<file path="src/rtl/alu_seq_defs.sv">
// Shared definitions for the nibble ALU sequencer.
// Opcodes, FSM states and control-vector bit positions.
package alu_seq_defs;

  localparam logic [3:0] OP_AND   = 4'd0;
  localparam logic [3:0] OP_OR    = 4'd1;
  localparam logic [3:0] OP_NOTB  = 4'd2;
  localparam logic [3:0] OP_ADD   = 4'd3;
  localparam logic [3:0] OP_SUB   = 4'd4;
  localparam logic [3:0] OP_INCA  = 4'd5;
  localparam logic [3:0] OP_NEGA  = 4'd6;
  localparam logic [3:0] OP_PASSA = 4'd7;
  localparam logic [3:0] OP_PASSB = 4'd8;
  localparam logic [3:0] OP_ZERO  = 4'd9;
  localparam logic [3:0] OP_INCB  = 4'd10;

  localparam int CV_CIN  = 0;
  localparam int CV_INVA = 1;
  localparam int CV_ENB  = 2;
  localparam int CV_ENA  = 3;
  localparam int CV_F0   = 4;
  localparam int CV_F1   = 5;
  localparam int CV_W    = 6;

  typedef logic [CV_W-1:0] ctrl_t;

  typedef enum logic [1:0] {
    ST_IDLE = 2'd0,
    ST_EXEC = 2'd1,
    ST_DONE = 2'd2
  } state_e;

endpackage

</file>
<file path="src/rtl/alu_op_decode.sv">
// Opcode to ALU control decoder.
// Illegal opcodes yield all-zero controls and legal=0.
module alu_op_decode
  import alu_seq_defs::*;
(
  input  logic [3:0] in_op,
  output logic       f1,
  output logic       f0,
  output logic       ena,
  output logic       enb,
  output logic       inva,
  output logic       cin0,
  output logic       is_arith,
  output logic       legal
);

  ctrl_t cv;

  // Table lookup: {F1F0, ENA, ENB, INVA, CIN}
  always_comb begin
    cv    = '0;
    legal = 1'b1;
    case (in_op)
      OP_AND:   cv = 6'b00_1_1_0_0;
      OP_OR:    cv = 6'b01_1_1_0_0;
      OP_NOTB:  cv = 6'b10_1_1_0_0;
      OP_ADD:   cv = 6'b11_1_1_0_0;
      OP_SUB:   cv = 6'b11_1_1_1_1;
      OP_INCA:  cv = 6'b11_1_0_0_1;
      OP_NEGA:  cv = 6'b11_1_0_1_1;
      OP_PASSA: cv = 6'b11_1_0_0_0;
      OP_PASSB: cv = 6'b11_0_1_0_0;
      OP_ZERO:  cv = 6'b11_0_0_0_0;
      OP_INCB:  cv = 6'b11_0_1_0_1;
      default: begin
        cv    = '0;
        legal = 1'b0;
      end
    endcase
  end

  assign f1       = cv[CV_F1];
  assign f0       = cv[CV_F0];
  assign ena      = cv[CV_ENA];
  assign enb      = cv[CV_ENB];
  assign inva     = cv[CV_INVA];
  assign cin0     = cv[CV_CIN];
  assign is_arith = cv[CV_F1] & cv[CV_F0];

endmodule

</file>
<file path="src/rtl/alu_nibble_sequencer.sv">
// Sequences a W-bit op through a 4-bit ALU, one nibble per cycle.
// Carry is chained through carry_q between passes.
module alu_nibble_sequencer
  import alu_seq_defs::*;
#(
  parameter int NIBBLES = 2,
  localparam int W = 4 * NIBBLES
) (
  input  logic         clk,
  input  logic         rst,
  input  logic         in_valid,
  output logic         in_ready,
  input  logic [3:0]   in_op,
  input  logic [W-1:0] in_a,
  input  logic [W-1:0] in_b,
  output logic         out_valid,
  input  logic         out_ready,
  output logic [W-1:0] out_result,
  output logic         out_cout,
  output logic         out_zero,
  output logic         out_ovf,
  output logic         out_err,
  output logic [3:0]   alu_a,
  output logic [3:0]   alu_b,
  output logic         alu_inva,
  output logic         alu_ena,
  output logic         alu_enb,
  output logic         alu_f0,
  output logic         alu_f1,
  output logic         alu_cin,
  input  logic [3:0]   alu_result,
  input  logic         alu_cout
);

  localparam logic [1:0] NIB_LAST = 2'(NIBBLES - 1);

  state_e       state_q, state_d;
  logic [3:0]   op_q, op_d;
  logic [W-1:0] a_q, a_d;
  logic [W-1:0] b_q, b_d;
  logic [W-1:0] res_q, res_d;
  logic [1:0]   nib_q, nib_d;
  logic         carry_q, carry_d;
  logic         cout_q, cout_d;
  logic         zero_q, zero_d;
  logic         ovf_q, ovf_d;
  logic         err_q, err_d;

  logic [3:0] dec_op;
  logic d_f1, d_f0, d_ena, d_enb, d_inva;
  logic d_cin0, d_arith, d_legal;
  logic [3:0] nib_a, nib_b;
  logic a_msb, b_msb;

  assign dec_op = (state_q == ST_IDLE) ? in_op : op_q;

  alu_op_decode u_dec (
    .in_op    (dec_op),
    .f1       (d_f1),
    .f0       (d_f0),
    .ena      (d_ena),
    .enb      (d_enb),
    .inva     (d_inva),
    .cin0     (d_cin0),
    .is_arith (d_arith),
    .legal    (d_legal)
  );

  // Select the current operand nibbles
  always_comb begin
    nib_a = 4'h0;
    nib_b = 4'h0;
    for (int i = 0; i < NIBBLES; i++) begin
      if (nib_q == 2'(i)) begin
        nib_a = a_q[4*i +: 4];
        nib_b = b_q[4*i +: 4];
      end
    end
  end

  assign a_msb = (d_ena & a_q[W-1]) ^ d_inva;
  assign b_msb = d_enb & b_q[W-1];

  // ALU drive: only active while executing
  always_comb begin
    alu_a    = 4'h0;
    alu_b    = 4'h0;
    alu_inva = 1'b0;
    alu_ena  = 1'b0;
    alu_enb  = 1'b0;
    alu_f0   = 1'b0;
    alu_f1   = 1'b0;
    alu_cin  = 1'b0;
    if (state_q == ST_EXEC) begin
      alu_a    = nib_a;
      alu_b    = nib_b;
      alu_inva = d_inva;
      alu_ena  = d_ena;
      alu_enb  = d_enb;
      alu_f0   = d_f0;
      alu_f1   = d_f1;
      if (nib_q == 2'd0) alu_cin = d_cin0;
      else               alu_cin = d_arith & carry_q;
    end
  end

  // Next-state and datapath update
  always_comb begin
    state_d = state_q;
    op_d    = op_q;
    a_d     = a_q;
    b_d     = b_q;
    res_d   = res_q;
    nib_d   = nib_q;
    carry_d = carry_q;
    cout_d  = cout_q;
    zero_d  = zero_q;
    ovf_d   = ovf_q;
    err_d   = err_q;
    case (state_q)
      ST_IDLE: begin
        if (in_valid) begin
          op_d    = in_op;
          a_d     = in_a;
          b_d     = in_b;
          res_d   = '0;
          nib_d   = 2'd0;
          carry_d = 1'b0;
          cout_d  = 1'b0;
          ovf_d   = 1'b0;
          err_d   = ~d_legal;
          zero_d  = ~d_legal;
          state_d = d_legal ? ST_EXEC : ST_DONE;
        end
      end
      ST_EXEC: begin
        for (int i = 0; i < NIBBLES; i++) begin
          if (nib_q == 2'(i)) res_d[4*i +: 4] = alu_result;
        end
        carry_d = alu_cout;
        nib_d   = nib_q + 2'd1;
        if (nib_q == NIB_LAST) begin
          cout_d  = d_arith & alu_cout;
          ovf_d   = d_arith & (a_msb == b_msb) &
                    (alu_result[3] != b_msb);
          zero_d  = (res_d == '0);
          state_d = ST_DONE;
        end
      end
      ST_DONE: begin
        if (out_ready) state_d = ST_IDLE;
      end
      default: state_d = ST_IDLE;
    endcase
  end

  // State register with synchronous reset
  always_ff @(posedge clk) begin
    if (rst) begin
      state_q <= ST_IDLE;
      op_q    <= '0;
      a_q     <= '0;
      b_q     <= '0;
      res_q   <= '0;
      nib_q   <= '0;
      carry_q <= 1'b0;
      cout_q  <= 1'b0;
      zero_q  <= 1'b0;
      ovf_q   <= 1'b0;
      err_q   <= 1'b0;
    end else begin
      state_q <= state_d;
      op_q    <= op_d;
      a_q     <= a_d;
      b_q     <= b_d;
      res_q   <= res_d;
      nib_q   <= nib_d;
      carry_q <= carry_d;
      cout_q  <= cout_d;
      zero_q  <= zero_d;
      ovf_q   <= ovf_d;
      err_q   <= err_d;
    end
  end

  assign in_ready   = (state_q == ST_IDLE) & ~rst;
  assign out_valid  = (state_q == ST_DONE);
  assign out_result = res_q;
  assign out_cout   = cout_q;
  assign out_zero   = zero_q;
  assign out_ovf    = ovf_q;
  assign out_err    = err_q;

endmodule

</file>
<file path="config.mk">
export PLATFORM = sky130hd
export DESIGN_NAME = alu_nibble_sequencer
export DESIGN_NICKNAME = d
export VERILOG_FILES = /design/src/rtl/alu_seq_defs.sv /design/src/rtl/alu_op_decode.sv /design/src/rtl/alu_nibble_sequencer.sv
export SDC_FILE = /design/constraint.sdc
export NUM_CORES = 1
export LEC_CHECK = 0
export ABC_CLOCK_PERIOD_IN_PS = 2200
export BUFFER_PORTS_ARGS = -buffer_cell sky130_fd_sc_hd__buf_4
export CAP_MARGIN = 15
export CORE_MARGIN = 2
export CORE_UTILIZATION = 45
export CTS_CLUSTER_SIZE = 25
export DETAILED_ROUTE_END_ITERATION = 8
export GPL_TIMING_DRIVEN = 0
export PLACE_DENSITY = 0.71
export SYNTH_ARGS = -nofsm -noshare
export SYNTH_HDL_FRONTEND = slang
export SYNTH_SLANG_ARGS = --single-unit
export TNS_END_PERCENT = 5
</file>
<file path="constraint.sdc">
create_clock -name clk -period 2.2 [get_ports clk]
set_input_delay 0.44 -clock clk [delete_from_list [all_inputs] [get_ports clk]]
set_output_delay 0.44 -clock clk [all_outputs]
set_load 0.02 [all_outputs]
</file>
==> flow_summary.toml, run 1 <==
[placed_design]
port_buffers = 55
pre_cts_slack_ps = -148
place_area_um2 = 2340
gp_congestion = 0.813
hpwl_um = 3730

[clocking]
clk_latency_ps = 290
numCtsBuffers = 5
cts_tree = "yes"
htreeDepth = 2
cts_sinks = 37
clk_pin_slew_ps = 80
cts.path.max_buffers = 2
cts-root-buf = "clkbuf_8"

[critical_path]
cp_max_fo = 6
endpoint_kind = "primary output"
max_stage_delay_ps = 380
arrival_ps = 2000
cpMaxStageDelayCell = "dfxtp_4"
critPathKind = "reg2out"
start_kind = "register"
worst_ep_required_time_ps = 1760
crit_chain = "buf_6, o211ai_1, o2111ai_2, or2_1, nand2_2, a21oi_2, a311oi_2, buf_4"

[grt]
overflow = 0
grt_pass1_wl_um = 8620
grt_pass1_vias = 1902
grt_util_met2_pct = 40.8
grt_use_met3_pct = 6.25
antenna_found_initial = 0
grt-busiest-layer = "met2"
grt_max_degree = 12
grt_use_met1_pct = 31.6
grt_usage_pct = 24.8

[synthesis]
synth_top_family_by_area = "simple AND/OR/NAND/NOR gates"
yosysWarnings = 0
synth_edf_count = 0
syn_inst = 249
synth.area.mux_share_pct = 3.09
syn_area_per_cell_um2 = 7.48
netlist_area_um2 = 1860
ys_seq_area_share_pct = 39.8
yosysTopAreaCellShare_pct = 39.8
synth_seq_cells = 37
synthDistinctLibCells = 40
yosysTopAreaCell = "dfxtp_1"
synth_area_leaders = "dfxtp_1 (40%), nand2_1 (11%), a21oi_1 (9.9%)"
synth-async-reset-ratio_pct = 0
synth_ff_type = "dfxtp_1"
synth_xor_xnor_area_share_pct = 0.940
synth-adder-area-share_pct = 1.34
yosys.area_share.simple_pct = 29.1
synth_nets = 280
synth_compound_area_share_pct = 21.4

[detailed_routing]
detail_route.wl_per_cell_um = 14.3
drt_iter0_drc = 110
ant_nets = 0
routed_wl_um = 5310
via_per_inst = 5.33
drc = 0
vias = 1981
drtPass1Iterations = 5

[floorplan]
start_util_pct = 46.6
core_um2 = 4000
die_h_um = 68.3
dieArea_um2 = 4670
rows = 23
dieWidth_um = 68.3
ioPinCount = 57

[status]
violations = "negative setup slack"
status = "complete, but fails checks"

[finish]
drive_gt1_share_pct = 31.7
antenna_cells = 0
nNetsFinal = 352
fin_area_um2 = 2650
syn_to_final_growth_pct = 42.0
post-route-util_pct = 66.2

[sta]
fmax_ghz = 0.410
worstMarginPinSlew_ps = 586
holdWs_ps = 387
hold_viol = 0
finClkSkew_ps = 4.69
postLayoutSetupSlackWorst_ps = -237
setup_viol = 4
relSlewSlack_pct = 61.0
timing.final.crit_share_pct = 111
grt_setup_unrepaired = "true"
maxSlewViolCount = 0
finalCriticalPeriod_ps = 2440

[pwr]
report.power.total_uw = 2050
powerDensity_nw_per_um2 = 776
leakagePower_uw = 0.00112
vdd_ir_drop_max_mv = 0.390

[hold_path]
hp-class = "in2reg"

[flow_run]
max_cap_viol_count = 0
==> through the flow <==
step	TNS [ps]	cells
CTS	-412	372
floorplan	0	249
global placement	-255	354
global route	-1300	372
detailed placement	-246	354
finish	-496	372
==> synthesized netlist by cell type (2+ instances only) <==
library cell,count
nor3_1,2
nor2_1,25
xnor2_1,2
a21o_1,3
and3_1,8
nand3_1,4
or3_1,2
inv_1,5
mux2i_1,2
nand2b_1,3
nor4_1,4
dfxtp_1,37
nand2_1,55
o211ai_1,2
a21oi_1,37
buf_2,3
nor2b_1,5
mux2_2,2
ha_1,2
nand3b_1,2
a32oi_1,8
o21ai_0,5
a211oi_1,2
or2_1,2
clkbuf_1,12
==> path summary, 6_finish.rpt <==
| path | from | slack [ps] | depth (start not counted) | endpoint |
|---|---|---|---|---|
| max | state_q[0]$_SDFFE_PP0P_ | -240 | 8 | alu_cin |
| min | in_a[4] | 390 | 3 | a_q[4]$_SDFFE_PP0P_ |
| max reg2reg | state_q[0]$_SDFFE_PP0P_ | 230 | 7 | out_ovf$_SDFFE_PP0P_ |
| min reg2reg | b_q[2]$_SDFFE_PP0P_ | 450 | 2 | b_q[2]$_SDFFE_PP0P_ |
==> logic make-up (layout without fill, tap and decap cells) <==
family	after synthesis	in the layout
buffers and inverters	21	94
muxes	5	5
AOI/OAI and AO/OA	64	64
adders and majority gates	2	2
xor gates and xnor gates	2	2
and+or+nand+nor	118	118
DFF	37	37
==> routing by layer <==
metal | routed length [um] | up-vias
met5 | 0 | -
met4 | 65 | 0
met3 | 335 | 6
met2 | 2580 | 70
met1 | 2330 | 900
li1 | - | 1005
==> placed cells by master (no fill, tap or decap), types with 2 or more instances in the layout <==
master    Yosys  layout
and3_1        8       8
xnor2_1       2       2
or3_1         2       2
nor3_1        2       2
nor2_1       25      24
nand3b_1      2       2
nand3_1       4       4
nand2_1      55      53
nand2b_1      3       3
nor4_1        4       4
ha_2          0       2
o211ai_1      2       2
nor2_4        1       2
dfxtp_1      37      35
buf_6         0       3
or2_1         2       2
inv_1         5       5
clkbuf_8      0       7
clkbuf_1     12       9
a32oi_1       8       8
o21ai_0       5       4
dfxtp_4       0       2
mux2_4        1       2
a21o_1        3       3
a21oi_2       0       2
a211oi_1      2       2
buf_4         0      66
a21oi_1      37      35
nor2b_1       5       4
==> flip-flops by register name, indices dropped and copies added (netlist names) <==
register and flops:
out_err 1, state_q 2, b_q 8, op_q 4
nib_q 2, out_result 8, a_q 8, out_zero 1
out_cout 1, out_ovf 1, carry_q 1
==> critical path: cells and delay by family (launching register included) <==
family | cells | cell delay (ps)
AO/OA/AOI/OAI | 4 | 640
buffers and inverters | 2 | 320
flip-flops | 1 | 380
AND/OR/NAND/NOR | 2 | 370
==> where the power goes <==
part	leakage, uW	internal [uW]	switching [uW]
Sequential	0.000304	723	45.5
Clock	0.0000585	370	253
Combinational	0.000758	300	362
==> layout make-up <==
| type | count | area, um^2 |
|---|---|---|
| fillers | 383 | 1350 |
| plain buffers | 15 | 91.3 |
| clock buffers | 7 | 86.3 |
| well taps | 50 | 62.6 |
| multi-input cells | 191 | 1110 |
| flip-flops and latches | 37 | 748 |
| repair buffers | 66 | 499 |
| inverters | 5 | 18.8 |
| clock inverters | 1 | 30.0 |
==> timing repair <==
action / CTS / global route
gates resized for setup: 33 / 3
endpoints found under the setup margin: 14 / 14
buffers inserted: 11 / 0
pin swaps: 8 / 6
hold buffers: 0 / 0
(Power assumes the default switching activity.)
==> run 2, diff against run 1 <==
CORE_UTILIZATION = 51   (was 45)
PLACE_DENSITY = 0.79   (was 0.71)
==> run 2 against run 1 <==
  * The flow still finishes with violations (negative setup slack)
  * Count of clock-buffer cells in the layout decreased by 1
  * Final area increased by 1.4%
  * Clock power decreased by 41%
  * Die area decreased by 11%
  * Non-clock buffer count increased by 8
  * Sequential cell count unchanged
  * Critical endpoint unchanged
==> flow_summary.toml, run 2 (synthesis gave the netlist of run 1 again) <==
[status]
status = "complete, but fails checks"
violations = "negative setup slack"

[sta]
finClkSkew_ps = 8.29
hold_viol = 0
finalCriticalPeriod_ps = 2510
worstMarginPinSlew_ps = 630
setup_viol = 14
postLayoutSetupSlackWorst_ps = -307
timing.final.crit_share_pct = 114
holdWs_ps = 309
maxSlewViolCount = 0
relSlewSlack_pct = 58.0
fmax_ghz = 0.399
grt_setup_unrepaired = "true"

[critical_path]
max_stage_delay_ps = 400
worst_ep_required_time_ps = 1760
cpMaxStageDelayCell = "dfxtp_4"
critPathBufInv = 1
start_kind = "register"
critPathKind = "reg2out"
arrival_ps = 2070
cp_max_fo = 6
critPathTopFamily = "simple AND/OR/NAND/NOR gates"
endpoint_kind = "primary output"
crit_chain = "nor2_4, mux2i_4, or3_1, a21o_1, a311oi_2, buf_4"

[grt]
grt_usage_pct = 28.7
antenna_found_initial = 0
overflow = 0
grt_pass1_wl_um = 9180
grt_use_met3_pct = 6.08
grt_max_degree = 12
grt_util_met2_pct = 46.4
grt_pass1_vias = 2037
grt_use_met1_pct = 35.2
grt-busiest-layer = "met2"

[detailed_routing]
drt_iter0_drc = 156
drtPass1Iterations = 4
vias = 2173
ant_nets = 0
via_per_inst = 5.79
routed_wl_um = 5880
drc = 0
detail_route.wl_per_cell_um = 15.7

[clocking]
cts-root-buf = "clkbuf_4"
clk_latency_ps = 360
cts_tree = "yes"
numCtsBuffers = 5
cts.path.max_buffers = 2
postCtsHoldBufs = 0
clk_pin_slew_ps = 120
htreeDepth = 2
cts_sinks = 37

[floorplan]
dieArea_um2 = 4150
dieWidth_um = 64.4
die_h_um = 64.4
start_util_pct = 54.5
core_um2 = 3420
ioPinCount = 57
rows = 21

[placed_design]
gp_congestion = 0.834
port_buffers = 55
hpwl_um = 3590

[finish]
antenna_cells = 0
syn_to_final_growth_pct = 44.0
drive_gt1_share_pct = 34.7
layout_common_cells = "buf_4 (63), nand2_1 (52), a21oi_1 (35), dfxtp_1 (35), nor2_1 (23)"
layout_commonest_cell = "buf_4"
post-route-util_pct = 78.5
nNetsFinal = 360

[flow_run]
max_cap_viol_count = 0

[hold_path]
hp-class = "in2reg"

[pwr]
vdd_ir_drop_max_mv = 0.392
report.power.total_uw = 1940
powerDensity_nw_per_um2 = 722
leakagePower_uw = 0.00114
-- run 2: changes by cell type in the layout (fill, tap and decap cells not counted), sizes merged --
cell | before | now
buf | 70 | 77
bufinv | 1 | 0
clkinv | 0 | 1
-- run 2: area by class of cell --
cell class | instances | area, um^2
Multi-Input combinational cell | 191 | 1120
Sequential cell | 37 | 748
Fill cell | 267 | 733
Timing Repair Buffer | 74 | 597
Buffer | 15 | 91.3
Tap cell | 46 | 57.6
Clock buffer | 6 | 41.3
Inverter | 5 | 18.8
Clock inverter | 1 | 8.76
-- run 2: repair_timing --
action,CTS,global route
endpoints found under the setup margin,14,16
pin swaps,11,8
buffers inserted,18,1
gates resized for setup,31,21
endpoints found under the hold margin,0,0
gates cloned,0,0
-- run 2: per-layer routing --
metal	vias up	part of all wire, %
li1	1022	-
met1	986	42
met2	137	46
met3	28	8.6
met4	0	3.9
met5	-	0
-- run 2: power breakdown --
part / total, uW / internal (uW) / switching [uW] / leakage [uW]
Sequential: 772 / 723 / 49.0 / 0.000304
Combinational: 796 / 380 / 415 / 0.000812
Clock: 369 / 122 / 248 / 0.0000283
-- run 2: worst register-to-register path, stage by stage (launching register included) --
cell and delay (ps):
dfxtp_4 400, nor2_4 210, mux2i_4 330, buf_6 150, or2_4 130, nand2_4 60
buf_6 110, buf_6 100, buf_6 110, buf_6 100, buf_6 100, buf_6 100
buf_6 100, buf_6 100, nand4_1 80, a21oi_1 70
-- run 2: final timing paths --
| kind | startpoint | end | slack (ps) | cells past startpoint |
|---|---|---|---|---|
| max reg2reg | state_q[0]$_SDFFE_PP0P_ | out_cout$_SDFFE_PP0P_ | -200 | 15 |
| min | in_a[1] | a_q[1]$_SDFFE_PP0P_ | 310 | 3 |
| max | state_q[0]$_SDFFE_PP0P_ | alu_cin | -310 | 6 |
| min reg2reg | b_q[1]$_SDFFE_PP0P_ | b_q[1]$_SDFFE_PP0P_ | 460 | 2 |
-- run 2: stage by stage --
stage / area, um^2 / setup TNS (ps) / cells / setup slack, ps
final: 2680 / -1740 / 375 / -307
after floorplan: 1860 / 0 / 249 / 84.7
after global placement: 2330 / -165 / 350 / -92.0
after global routing: 2680 / -2760 / 375 / -346
after detailed placement: 2330 / -165 / 350 / -88.7
after CTS: 2610 / -1050 / 374 / -242
